===== src/rtl/lsu_axi_master_pkg.sv =====
// Shared encodings for the load/store unit bus master: core request
// codes, AXI response code, write size codes and controller states.
package lsu_axi_master_pkg;

    localparam logic [2:0] NO_MEM_READ     = 3'd0;
    localparam logic [2:0] MEM_READ_BYTE   = 3'd1;
    localparam logic [2:0] MEM_READ_HALF   = 3'd2;
    localparam logic [2:0] MEM_READ_WORD   = 3'd3;
    localparam logic [2:0] MEM_READ_BYTE_U = 3'd4;
    localparam logic [2:0] MEM_READ_HALF_U = 3'd5;

    localparam logic [1:0] NO_MEM_WRITE    = 2'd0;
    localparam logic [1:0] MEM_WRITE_BYTE  = 2'd1;
    localparam logic [1:0] MEM_WRITE_HALF  = 2'd2;
    localparam logic [1:0] MEM_WRITE_WORD  = 2'd3;

    localparam logic [1:0] AXI_OKAY        = 2'b00;

    // wstrb carries a size code, not a byte-lane mask
    localparam logic [1:0] WSTRB_BYTE      = 2'b01;
    localparam logic [1:0] WSTRB_HALF      = 2'b10;
    localparam logic [1:0] WSTRB_WORD      = 2'b11;

    typedef enum logic [2:0] {
        ST_IDLE,
        ST_AR,
        ST_R,
        ST_WR,
        ST_B,
        ST_RSP
    } lsu_state_e;

    // Codes 6/7 are undefined and treated as "no read"
    function automatic logic is_read_req(input logic [2:0] rd);
        return (rd != NO_MEM_READ) && (rd <= MEM_READ_HALF_U);
    endfunction

    function automatic logic is_read_misaligned(input logic [2:0] rd, input logic [1:0] off);
        logic mis;
        case (rd)
            MEM_READ_HALF, MEM_READ_HALF_U: mis = off[0];
            MEM_READ_WORD:                  mis = (off != 2'b00);
            default:                        mis = 1'b0;
        endcase
        return mis;
    endfunction

    function automatic logic is_write_misaligned(input logic [1:0] wr, input logic [1:0] off);
        logic mis;
        case (wr)
            MEM_WRITE_HALF: mis = off[0];
            MEM_WRITE_WORD: mis = (off != 2'b00);
            default:        mis = 1'b0;
        endcase
        return mis;
    endfunction

    function automatic logic [1:0] wstrb_code(input logic [1:0] wr);
        logic [1:0] code;
        case (wr)
            MEM_WRITE_BYTE: code = WSTRB_BYTE;
            MEM_WRITE_HALF: code = WSTRB_HALF;
            MEM_WRITE_WORD: code = WSTRB_WORD;
            default:        code = 2'b00;
        endcase
        return code;
    endfunction

endpackage


===== src/rtl/lsu_axi_master_load_align.sv =====
// Load data alignment: picks the addressed byte/half out of a bus word,
// shifts it down and sign- or zero-extends it to 32 bits.
module lsu_load_align
    import lsu_axi_master_pkg::*;
(
    input  logic [31:0] word_i,
    input  logic [1:0]  off_i,
    input  logic [2:0]  mem_read_i,
    output logic [31:0] result_o
);

    logic [7:0]  byte_sel;
    logic [15:0] half_sel;

    // Lane select then extension according to the load type
    always_comb begin
        case (off_i)
            2'd0:    byte_sel = word_i[7:0];
            2'd1:    byte_sel = word_i[15:8];
            2'd2:    byte_sel = word_i[23:16];
            default: byte_sel = word_i[31:24];
        endcase
        half_sel = off_i[1] ? word_i[31:16] : word_i[15:0];
        case (mem_read_i)
            MEM_READ_BYTE:   result_o = {{24{byte_sel[7]}}, byte_sel};
            MEM_READ_HALF:   result_o = {{16{half_sel[15]}}, half_sel};
            MEM_READ_WORD:   result_o = word_i;
            MEM_READ_BYTE_U: result_o = {24'd0, byte_sel};
            MEM_READ_HALF_U: result_o = {16'd0, half_sel};
            default:         result_o = '0;
        endcase
    end

endmodule


===== src/rtl/lsu_axi_master.sv =====
// Load/store unit AXI-lite master: one core request at a time, turned
// into an AR/R or AW/W/B exchange, with a single registered response.
module lsu_axi_master
    import lsu_axi_master_pkg::*;
#(
    parameter int ADDR_W = 32,
    parameter int DATA_W = 32
) (
    input  logic              clk,
    input  logic              rst,
    input  logic              req_valid,
    output logic              req_ready,
    input  logic [2:0]        mem_read,
    input  logic [1:0]        mem_write,
    input  logic [ADDR_W-1:0] mem_addr,
    input  logic [DATA_W-1:0] mem_wdata,
    output logic              rsp_valid,
    input  logic              rsp_ready,
    output logic [DATA_W-1:0] rsp_rdata,
    output logic              rsp_err,
    output logic [ADDR_W-1:0] araddr,
    output logic              arvalid,
    input  logic              arready,
    input  logic [DATA_W-1:0] rdata,
    input  logic [1:0]        rresp,
    input  logic              rvalid,
    output logic              rready,
    output logic [ADDR_W-1:0] awaddr,
    output logic              awvalid,
    input  logic              awready,
    output logic [DATA_W-1:0] wdata,
    output logic [1:0]        wstrb,
    output logic              wvalid,
    input  logic              wready,
    input  logic [1:0]        bresp,
    input  logic              bvalid,
    output logic              bready
);

    lsu_state_e        state_q;
    logic              req_ready_q;
    logic              rsp_valid_q;
    logic [DATA_W-1:0] rsp_rdata_q;
    logic              rsp_err_q;
    logic [ADDR_W-1:0] araddr_q;
    logic              arvalid_q;
    logic              rready_q;
    logic [ADDR_W-1:0] awaddr_q;
    logic              awvalid_q;
    logic [DATA_W-1:0] wdata_q;
    logic [1:0]        wstrb_q;
    logic              wvalid_q;
    logic              bready_q;
    logic [2:0]        read_q;
    logic [1:0]        off_q;

    logic              rd_req;
    logic              wr_req;
    logic              rd_mis;
    logic              wr_mis;
    logic              aw_done;
    logic              w_done;
    logic [DATA_W-1:0] load_word;

    // Request decode and per-channel completion in the WR state
    always_comb begin
        rd_req  = is_read_req(mem_read);
        wr_req  = (mem_write != NO_MEM_WRITE);
        rd_mis  = is_read_misaligned(mem_read, mem_addr[1:0]);
        wr_mis  = is_write_misaligned(mem_write, mem_addr[1:0]);
        // A channel counts as done once its valid has dropped or it handshakes now
        aw_done = !awvalid_q || awready;
        w_done  = !wvalid_q  || wready;
    end

    lsu_load_align u_align (
        .word_i     (rdata),
        .off_i      (off_q),
        .mem_read_i (read_q),
        .result_o   (load_word)
    );

    // Controller FSM with all bus/core outputs registered
    always_ff @(posedge clk) begin
        if (rst) begin
            state_q     <= ST_IDLE;
            req_ready_q <= 1'b1;
            rsp_valid_q <= 1'b0;
            rsp_rdata_q <= '0;
            rsp_err_q   <= 1'b0;
            araddr_q    <= '0;
            arvalid_q   <= 1'b0;
            rready_q    <= 1'b0;
            awaddr_q    <= '0;
            awvalid_q   <= 1'b0;
            wdata_q     <= '0;
            wstrb_q     <= '0;
            wvalid_q    <= 1'b0;
            bready_q    <= 1'b0;
            read_q      <= NO_MEM_READ;
            off_q       <= '0;
        end else begin
            case (state_q)
                ST_IDLE: begin
                    if (req_valid) begin
                        req_ready_q <= 1'b0;
                        read_q      <= mem_read;
                        off_q       <= mem_addr[1:0];
                        rsp_rdata_q <= '0;
                        rsp_err_q   <= 1'b0;
                        if (rd_req) begin
                            if (rd_mis) begin
                                rsp_err_q   <= 1'b1;
                                rsp_valid_q <= 1'b1;
                                state_q     <= ST_RSP;
                            end else begin
                                araddr_q  <= {mem_addr[ADDR_W-1:2], 2'b00};
                                arvalid_q <= 1'b1;
                                state_q   <= ST_AR;
                            end
                        end else if (wr_req) begin
                            if (wr_mis) begin
                                rsp_err_q   <= 1'b1;
                                rsp_valid_q <= 1'b1;
                                state_q     <= ST_RSP;
                            end else begin
                                awaddr_q  <= mem_addr;
                                wdata_q   <= mem_wdata;
                                wstrb_q   <= wstrb_code(mem_write);
                                awvalid_q <= 1'b1;
                                wvalid_q  <= 1'b1;
                                state_q   <= ST_WR;
                            end
                        end else begin
                            rsp_valid_q <= 1'b1;
                            state_q     <= ST_RSP;
                        end
                    end
                end
                ST_AR: begin
                    if (arready) begin
                        arvalid_q <= 1'b0;
                        rready_q  <= 1'b1;
                        state_q   <= ST_R;
                    end
                end
                ST_R: begin
                    if (rvalid) begin
                        rready_q    <= 1'b0;
                        rsp_rdata_q <= load_word;
                        rsp_err_q   <= (rresp != AXI_OKAY);
                        rsp_valid_q <= 1'b1;
                        state_q     <= ST_RSP;
                    end
                end
                ST_WR: begin
                    if (awready) awvalid_q <= 1'b0;
                    if (wready)  wvalid_q  <= 1'b0;
                    if (aw_done && w_done) begin
                        bready_q <= 1'b1;
                        state_q  <= ST_B;
                    end
                end
                ST_B: begin
                    if (bvalid) begin
                        bready_q    <= 1'b0;
                        rsp_rdata_q <= '0;
                        rsp_err_q   <= (bresp != AXI_OKAY);
                        rsp_valid_q <= 1'b1;
                        state_q     <= ST_RSP;
                    end
                end
                ST_RSP: begin
                    if (rsp_ready) begin
                        rsp_valid_q <= 1'b0;
                        req_ready_q <= 1'b1;
                        state_q     <= ST_IDLE;
                    end
                end
                default: begin
                    state_q     <= ST_IDLE;
                    req_ready_q <= 1'b1;
                end
            endcase
        end
    end

    assign req_ready = req_ready_q;
    assign rsp_valid = rsp_valid_q;
    assign rsp_rdata = rsp_rdata_q;
    assign rsp_err   = rsp_err_q;
    assign araddr    = araddr_q;
    assign arvalid   = arvalid_q;
    assign rready    = rready_q;
    assign awaddr    = awaddr_q;
    assign awvalid   = awvalid_q;
    assign wdata     = wdata_q;
    assign wstrb     = wstrb_q;
    assign wvalid    = wvalid_q;
    assign bready    = bready_q;

endmodule


===== config.mk =====
export PLATFORM = sky130hd
export DESIGN_NAME = lsu_axi_master
export DESIGN_NICKNAME = d
export VERILOG_FILES = /design/src/rtl/lsu_axi_master_pkg.sv /design/src/rtl/lsu_axi_master_load_align.sv /design/src/rtl/lsu_axi_master.sv
export SDC_FILE = /design/constraint.sdc
export NUM_CORES = 1
export LEC_CHECK = 0
export BUFFER_PORTS_ARGS = -buffer_cell sky130_fd_sc_hd__buf_4
export CAP_MARGIN = 20
export CORE_ASPECT_RATIO = 1.75
export CORE_MARGIN = 3
export CORE_UTILIZATION = 44
export DETAILED_ROUTE_END_ITERATION = 6
export MAX_ROUTING_LAYER = met4
export PLACE_DENSITY = 0.81
export SYNTH_ARGS = -nofsm -noshare
export SYNTH_HDL_FRONTEND = slang
export SYNTH_SLANG_ARGS = --single-unit

===== constraint.sdc =====
create_clock -name clk -period 1.7 [get_ports clk]
set_input_delay 0.085 -clock clk [delete_from_list [all_inputs] [get_ports clk]]
set_output_delay 0.085 -clock clk [all_outputs]
set_load 0.03 [all_outputs]

==> results_dict.tcl <==
set metrics [dict create \
    whs_path_depth 3 \
    async_reset_ff_frac 0 \
    drt_iter0_drc 449 \
    ys_ff_latch 144 \
    dr.pass1.iters 7 \
    most-common-layout-cells "281 x buf_4, 239 x nand2_1, 138 x dfxtp_1" \
    r2r_cells 6 \
    min_from "rdata[2]" \
    vias_per_cell 5.41 \
    dpl_worst_slack_ns -0.0276 \
    worst_setup_path_end_kind "flip-flop" \
    yosysWarnings 0 \
    hpwl_mm 14.6 \
    final_common_cell "buf_4" \
    cts_buffer_depth 2 \
    worstSetupPathType "input pin to flip-flop" \
    die_area_mm2 0.0157 \
    hp-class "input pin to flip-flop" \
    period_needed_ns 1.66 \
    wl_per_cell_um 17.7 \
    place_area_mm2 0.00843 \
    yosys.area_share.simple 0.220 \
    cts_buffers 17 \
    route.vias.total 6984 \
    path_clk_slew_ns 0.07 \
    slew_headroom 0.651 \
    critPathRequiredTime_ns 2.03 \
    cts_root_buf "clkbuf_16" \
    tightest_slew_ns 0.523 \
    drc_errors 0 \
    port_buffers 249 \
    worstReg2RegEnd "rsp_rdata[4]" \
    yosysSeqAreaShare 0.462 \
    arrival_ns 2.00 \
    synthMuxAreaShare 0.0241 \
    ys.flop_type "dfxtp_1" \
    insertedDiodeCount 0 \
    final_area_mm2 0.0100 \
    num_io_pins 252 \
    min_to "rsp_rdata[2]" \
    synth-compound-area-share 0.232 \
    row_count 57 \
    mappedNetlistArea_mm2 0.00624 \
    finalWirelength_mm 22.8 \
    fp.coreArea_mm2 0.0139 \
    crit_path_start_kind "input pin" \
    cts_tree "yes" \
    peakVddDrop_mv 0.938 \
    ant_nets 0 \
    start_util 0.449 \
    timing.fmax_ghz 0.601 \
    drive_gt1_frac 0.327 \
    r2r-start "off_q[1]" \
    die_height_um 164 \
    grt_pass1_wl_mm 34.3 \
    synth_edf_count 0 \
    syn2layout_area_growth_pct 60.4 \
    grt-ovfl-total 0 \
    grt_pass1_vias 6985 \
    rrSetupSlack_ns 0.06 \
    setup_slack_ns 0.0367 \
    grt_start_max_net_pins 110 \
    clock_latency_ns 0.42 \
    fin_nets 1215 \
    postLayoutCoreUtil 0.720 \
    synthCells 762 \
    clock-sinks 144 \
    die_w_um 96.0 \
    fin_crit_sh 0.978 \
    ys_types 58 \
    syn_area_per_cell_um2 8.19 \
    maxCapViolCount 0 \
    synth_top_family_by_area "compound AO/OA/AOI/OAI gates" \
    finalHoldViolCount 0 \
    gr-usage-all-layers 0.288 \
    finalWeightedCongestion 0.885 \
    slew_violations 0 \
    path_max_fanout 22 \
    synthAdderAreaFrac 0 \
    p_leak_nw 4.30 \
    finalSetupViolCount 0 \
    htree_levels 4 \
    outcome "finished, final reports clean" \
    antenna_found_initial 0 \
    synthXorXnorAreaFrac 0 \
    fin_worst_skew_ns 0.0135 \
    power_density_mw_per_mm2 1130 \
    setup-tns-final_ns 0 \
]
report_power, final:
group | switching [mW] | internal, mW | total [mW] | leakage, nW
Clock | 1.64 | 1.96 | 3.60 | 0.279
Combinational | 2.12 | 1.66 | 3.78 | 2.85
Sequential | 0.257 | 3.66 | 3.92 | 1.17
how the worst max path moves through the flow:
stage	startpoint	endpoint	slack (ns)
2_1_floorplan	off_q[1]	rsp_rdata[16]	0.09
3_3_place_gp	state_q[2]	rsp_rdata[1]	0.02
3_5_place_dp	state_q[2]	rsp_rdata[0]	-0.03
4_1_cts	state_q[2]	rsp_rdata[0]	-0.01
5_1_grt	mem_read[2]	awaddr[13]	-0.007
6_report	mem_read[2]	wdata[20]	0.04
state kept, by name, summed over array words and instances, names as in the netlist, 2 cells and up:
register	cells
awaddr	32
rsp_rdata	32
wdata	32
araddr	30
read_q	3
state_q	3
off_q	2
wstrb	2
Yosys cell counts, types with 5 or more instances:
library cell	count	area share
nor2b_1	13	0.013
nand2_1	239	0.14
a21oi_1	110	0.088
dfxtp_1	144	0.46
nor2_1	21	0.013
a22o_1	23	0.032
a22oi_1	8	0.0096
buf_6	10	0.018
buf_2	13	0.010
and2_1	6	0.0060
inv_1	6	0.0036
nor3_1	5	0.0040
a221oi_1	16	0.022
a211o_1	7	0.0098
mux2i_1	15	0.024
o21ai_0	16	0.013
clkbuf_1	31	0.019
o2bb2ai_1	16	0.022
buf_4	8	0.0096
kinds of logic (layout without fill, tap and decap cells):
family,after synthesis,after routing
simple gates,313,313
buf+inv,70,421
compound gates,219,219
other cells,1,2
mux,15,15
flops,144,144
through the flow:
step / hold WS, ns / cells / power, mW
detailed placement: 0.298 / 1169 / 7.33
CTS: 0.000228 / 1288 / 11.1
global route: 0.0183 / 1291 / 11.8
floorplan: 0.181 / 763 / 6.05
finish: 0.0143 / 1291 / 11.3
global placement: 0.294 / 1169 / 7.26
layer usage:
metal	global-route usage	vias up	wire length, um
met5	-	-	0
met4	0.156	0	1010
met3	0.0668	73	1600
met2	0.501	331	12300
met1	0.291	3281	7960
li1	-	3299	-
critical path: stages:
cell	delay, ns
dlygate4sd3_1	0.56
buf_4	0.17
nor3_4	0.15
a2bb2oi_2	0.26
and4_4	0.34
buf_12	0.18
nand2_1	0.08
a21oi_1	0.17
area by class of cell:
class,count,area (um2)
flip-flops and latches,144,2900
clock buffers,18,439
repair buffers,382,3250
clock inverters,14,124
fillers,966,3900
inverters,7,26.3
well taps,177,221
multi-input cells,549,3050
repair_timing:
item                                   4_1_cts  5_1_grt
pin swaps                                    0        5
hold buffers                                87        0
endpoints found under the hold margin      120        0
buffers inserted                             0        2
setup endpoints to repair                    6      124
resized for setup                            6       25
cloned                                       0        1
No activity file was read; power rests on OpenSTA's default activity.
